`config.mk`:
```
export PLATFORM = sky130hd
export DESIGN_NAME = cacheline_adapter
export DESIGN_NICKNAME = d
export VERILOG_FILES = /design/src/rtl/cacheline_adapter_pkg.sv /design/src/rtl/cacheline_adapter.sv
export SDC_FILE = /design/constraint.sdc
export NUM_CORES = 1
export LEC_CHECK = 0
export ABC_AREA = 1
export CAP_MARGIN = 25
export CORE_AREA = 5 5 290 292
export DETAILED_ROUTE_END_ITERATION = 10
export DIE_AREA = 0 0 295 297
export GPL_TIMING_DRIVEN = 0
export PLACE_DENSITY = 0.54
export SLEW_MARGIN = 10
export SYNTH_ARGS = -nofsm -noshare
export SYNTH_HDL_FRONTEND = slang
export SYNTH_SLANG_ARGS = --single-unit
export TNS_END_PERCENT = 10
```
`constraint.sdc`:
```
create_clock -name clk -period 2.95 [get_ports clk]
set_input_delay 0.885 -clock clk [delete_from_list [all_inputs] [get_ports clk]]
set_output_delay 0.885 -clock clk [all_outputs]
set_load 0.005 [all_outputs]
```
`src/rtl/cacheline_adapter_pkg.sv`:
```
// Shared cache-line types for the rv32i memory hierarchy.
// Also carries the fixed geometry of the cacheline_adapter burst.
package rv32i_types;

    localparam int LINE_W   = 256;
    localparam int BEAT_W   = 64;
    localparam int BEATS    = 4;
    localparam int OFFSET_W = $clog2(LINE_W / 8);

    typedef enum logic [2:0] {
        IDLE,
        RD_ISSUE,
        RD_WAIT,
        WR_BURST,
        RESP
    } cacheline_adapter_state_t;

endpackage

```
`src/rtl/cacheline_adapter.sv`:
```
// Turns one 256-bit line request from the caches into a 4-beat, 64-bit burst
// on banked memory, then returns a single-cycle dfp_resp.
module cacheline_adapter
    import rv32i_types::*;
(
    input  logic                 clk,
    input  logic                 rst,

    input  logic [31:0]          dfp_addr,
    input  logic                 dfp_read,
    input  logic                 dfp_write,
    input  logic [LINE_W-1:0]    dfp_wdata,
    output logic [LINE_W-1:0]    dfp_rdata,
    output logic                 dfp_resp,

    output logic [31:0]          bmem_addr,
    output logic                 bmem_read,
    output logic                 bmem_write,
    output logic [BEAT_W-1:0]    bmem_wdata,
    input  logic                 bmem_ready,
    input  logic [31:0]          bmem_raddr,
    input  logic [BEAT_W-1:0]    bmem_rdata,
    input  logic                 bmem_rvalid
);

    cacheline_adapter_state_t state_reg, state_next;
    logic [1:0]  beat_reg, beat_next;
    logic [31:0] addr_reg, addr_next;
    logic        beat_accept;
    logic        unused_addr_bits;

    assign unused_addr_bits = ^dfp_addr[OFFSET_W-1:0];

    // Beats tagged with another line's address belong to someone else; drop them.
    assign beat_accept = (state_reg == RD_WAIT) && bmem_rvalid && (bmem_raddr == addr_reg);

    always_ff @(posedge clk) begin
        if (!rst) begin
            state_reg <= IDLE;
            beat_reg  <= '0;
            addr_reg  <= '0;
        end else begin
            state_reg <= state_next;
            beat_reg  <= beat_next;
            addr_reg  <= addr_next;
        end
    end

    always_comb begin
        state_next = state_reg;
        beat_next  = beat_reg;
        addr_next  = addr_reg;
        unique case (state_reg)
            IDLE: begin
                // Write wins when both requests are up.
                if (dfp_write && bmem_ready) begin
                    state_next = WR_BURST;
                    beat_next  = '0;
                    addr_next  = {dfp_addr[31:OFFSET_W], {OFFSET_W{1'b0}}};
                end else if (dfp_read && bmem_ready) begin
                    state_next = RD_ISSUE;
                    addr_next  = {dfp_addr[31:OFFSET_W], {OFFSET_W{1'b0}}};
                end
            end
            RD_ISSUE: begin
                state_next = RD_WAIT;
                beat_next  = '0;
            end
            RD_WAIT: begin
                if (beat_accept) begin
                    beat_next = beat_reg + 2'd1;
                    if (beat_reg == 2'(BEATS - 1)) state_next = RESP;
                end
            end
            WR_BURST: begin
                beat_next = beat_reg + 2'd1;
                if (beat_reg == 2'(BEATS - 1)) state_next = RESP;
            end
            RESP:     state_next = IDLE;
            default:  state_next = IDLE;
        endcase
    end

    // Each beat lane keeps its last value until the next read refills it.
    genvar gi;
    generate
        for (gi = 0; gi < BEATS; gi++) begin : g_beat
            logic [BEAT_W-1:0] rbeat_reg;

            always_ff @(posedge clk) begin
                if (!rst) begin
                    rbeat_reg <= '0;
                end else if (beat_accept && (beat_reg == 2'(gi))) begin
                    rbeat_reg <= bmem_rdata;
                end
            end

            assign dfp_rdata[gi*BEAT_W +: BEAT_W] = rbeat_reg;
        end
    endgenerate

    assign bmem_addr  = addr_reg;
    assign bmem_read  = (state_reg == RD_ISSUE);
    assign bmem_write = (state_reg == WR_BURST);
    assign dfp_resp   = (state_reg == RESP);
    assign bmem_wdata = (state_reg == WR_BURST) ? dfp_wdata[beat_reg*BEAT_W +: BEAT_W] : '0;

endmodule

```
==> metrics <==
clk slew on worst S/H paths 60 ps; Worst-Skew Late Latency 540 ps; # setup viols final 5; Largest register FFs 256; Inst Count DP 4103; endpoint type of the worst setup path output pin; RSZ-0062 raised after global routing yes; Critical R2R Launch beat_reg[0]$_SDFFE_PN0P_; setup TNS -56.18 ps; Ys Warns 0; CTS Buf Count 37; cells after synthesis 2291; Post-Synth Simple-Gate Area 32.07%; crit path launch type input pin; Die ar. 87620 um2; Area Growth Syn to Fin 73.91%; fin crit share 100.8%; post-route setup slack -22.51 ps; xor-xnor portion of the synthesized cell area 0.3604%; violated checks negative setup slack; Via density 4.395; Iter 0 DRT Violations 1152; mean routed wirelength per cell 24.29 um; Distinct cells, synth 24; Buffers on Ports 733; main combinational cell family by area after synthesis simple AND/OR/NAND/NOR gates; hpwl dp 84390 um; synthesized area 14580 um2; peak supply drop 0.2999 mV; Critical Path RT 2070 ps; hold_ws 477.9 ps; Clock Tree Root clkbuf_16; Arr. time, crit path 2090 ps; endpoints failing hold 0; final wirelength 102200 um; R2R cell count 8; DR pass1 iterations 7; Die H 297 um; Max Slew Vio Count 0; Initial Util 17.93%; Layout Cells excl Fill 4209; final critical-path required period 2973 ps; reg2reg setup slack 280 ps; initial antenna violation count 51; Mean Syn Cell Area 6.365 um2; Net count, final 3478; gr usage total 22.05%; Synth Area in Compound Gates 17.28%; clock sink count 288; Placement Setup Slack -1332 ps; Hold EP g_beat[0].rbeat_reg[45]$_SDFFE_PN0P_; Max Cap Violations 0; register bit total from synthesis 288; status finished, violations left; Slew HR 32.25%; Hold Crit Class reg2reg; clk buf depth 3; proportion of layout cells with a drive suffix above 1 10.99%; Site Rows 105; io pins 745; Max Freq 0.3364 GHz; portion of netlist area occupied by mux cells 0%; via count 18500; most frequent cells in the layout clkdlybuf4s50_1 (668), nor2_1 (515), nand2_1 (336); min-delay src g_beat[0].rbeat_reg[45]$_SDFFE_PN0P_; Worst-Margin Slew 1016 ps; RR Endpoint g_beat[2].rbeat_reg[57]$_SDFFE_PN0P_; cts hold-fix bufs 0; drc violations 0; core area 81320 um2; final antenna-violating net count 0; global placement routability congestion 0.9577; depth of the CTS H-tree 2; leak pwr 10.03 nW; GRT overflow 0; Synth Area in Adders 0.3432%; CTS tree yes; vias in the first global route 18060; Power Total 12.60 mW; largest net degree at the start of global routing 13; die span in x 295 um; kind of critical path in2out; WHS Path Cells 2; Setup Skew 32.89 ps; post-synthesis sequential area ratio 39.54%; PD cells 497.0 nW/um2; commonest non-fill, non-tap cell in the layout clkdlybuf4s50_1; first-pass GRT wire length 139100 um; CP max FO 1
[stage by stage]
step	util, %	instance area [um2]
after floorplan	-	14600
after global placement	28.62	23270
after detailed placement	28.71	23350
after CTS	31.15	25330
after global routing	31.15	25330
final	31.19	25360
[power breakdown]
| part | switching (mW) | leakage (nW) | internal, mW |
|---|---|---|---|
| Sequential | 0.0779 | 2.33 | 3.96 |
| Combinational | 2.46 | 7.13 | 1.51 |
| Clock | 1.87 | 0.575 | 2.73 |
[layer usage]
metal	vias to the layer above	share of wire, %	GRT usage (%)
met3	171	8.8	7.526
met1	8588	37	23.52
met2	706	51	40.36
met4	8	3.5	7.569
li1	9026	-	-
met5	-	0.072	0
[cell families (layout without fill, tap and decap cells)]
| family | count (synthesis) | in the layout |
|---|---|---|
| buffers and inverters | 334 | 1150 |
| AOI/OAI and AO/OA | 503 | 503 |
| and+or+nand+nor | 1155 | 1155 |
| DFF | 288 | 288 |
| other | 1 | 33 |
| adders and majority gates | 4 | 4 |
| xor gates and xnor gates | 6 | 6 |
[worst max-delay path: stages]
cell	delay, ps
clkdlybuf4s50_1	480
nor2_1	50
nor2_1	130
o21ai_0	100
a21oi_1	200
clkdlybuf4s15_2	240
[cells in the mapped netlist]
master | n | area share (%)
a21oi_1 | 345 | 12
inv_2 | 9 | 0.23
nand2_1 | 337 | 8.7
nand3_1 | 261 | 9.0
nor3_1 | 1 | 0.034
xor2_1 | 3 | 0.18
ha_1 | 4 | 0.34
clkbuf_1 | 88 | 2.3
conb_1 | 1 | 0.026
buf_2 | 3 | 0.10
dfxtp_1 | 288 | 40
buf_4 | 49 | 2.5
nor2_2 | 2 | 0.086
inv_1 | 122 | 3.1
buf_1 | 53 | 1.4
nand3b_1 | 1 | 0.051
nor2_1 | 551 | 14
a211oi_1 | 1 | 0.051
o21ai_0 | 157 | 5.4
buf_6 | 9 | 0.69
nand4_1 | 1 | 0.043
xnor2_1 | 3 | 0.18
nand2_2 | 1 | 0.043
clkinv_4 | 1 | 0.060
[how the worst max path moves through the flow]
stage	startpoint	endpoint	slack (ps)	cells after the start
4_1_cts	beat_reg[0]$_SDFFE_PN0P_	bmem_wdata[36]	-170	8
5_1_grt	beat_reg[0]$_SDFFE_PN0P_	bmem_wdata[52]	-120	7
2_1_floorplan	beat_reg[0]$_SDFFE_PN0P_	bmem_wdata[54]	720	6
3_5_place_dp	beat_reg[0]$_SDFFE_PN0P_	bmem_wdata[1]	-1330	6
6_report	dfp_wdata[52]	bmem_wdata[52]	-20	6
3_3_place_gp	beat_reg[0]$_SDFFE_PN0P_	g_beat[0].rbeat_reg[42]$_SDFFE_PN0P_	-1420	8
[final cells by class]
class	count	area, um2
Clock inverter	10	123.9
Buffer	200	1410
Timing Repair Buffer	752	7332
Sequential cell	288	5773
Multi-Input combinational cell	1673	7721
Antenna cell	28	70.07
Fill cell	9034	55960
Clock buffer	56	1089
Tap cell	1070	1339
Inverter	132	503.0
[timing repair]
action / 4_1_cts / 5_1_grt
buffers inserted: 11 / 1
endpoints found under the hold margin: 0 / 0
gates resized for setup: 469 / 79
cloned: 1 / 1
setup endpoints to repair: 217 / 112
pin swaps: 55 / 38
Note: power is estimated with default switching activity, not from simulation.
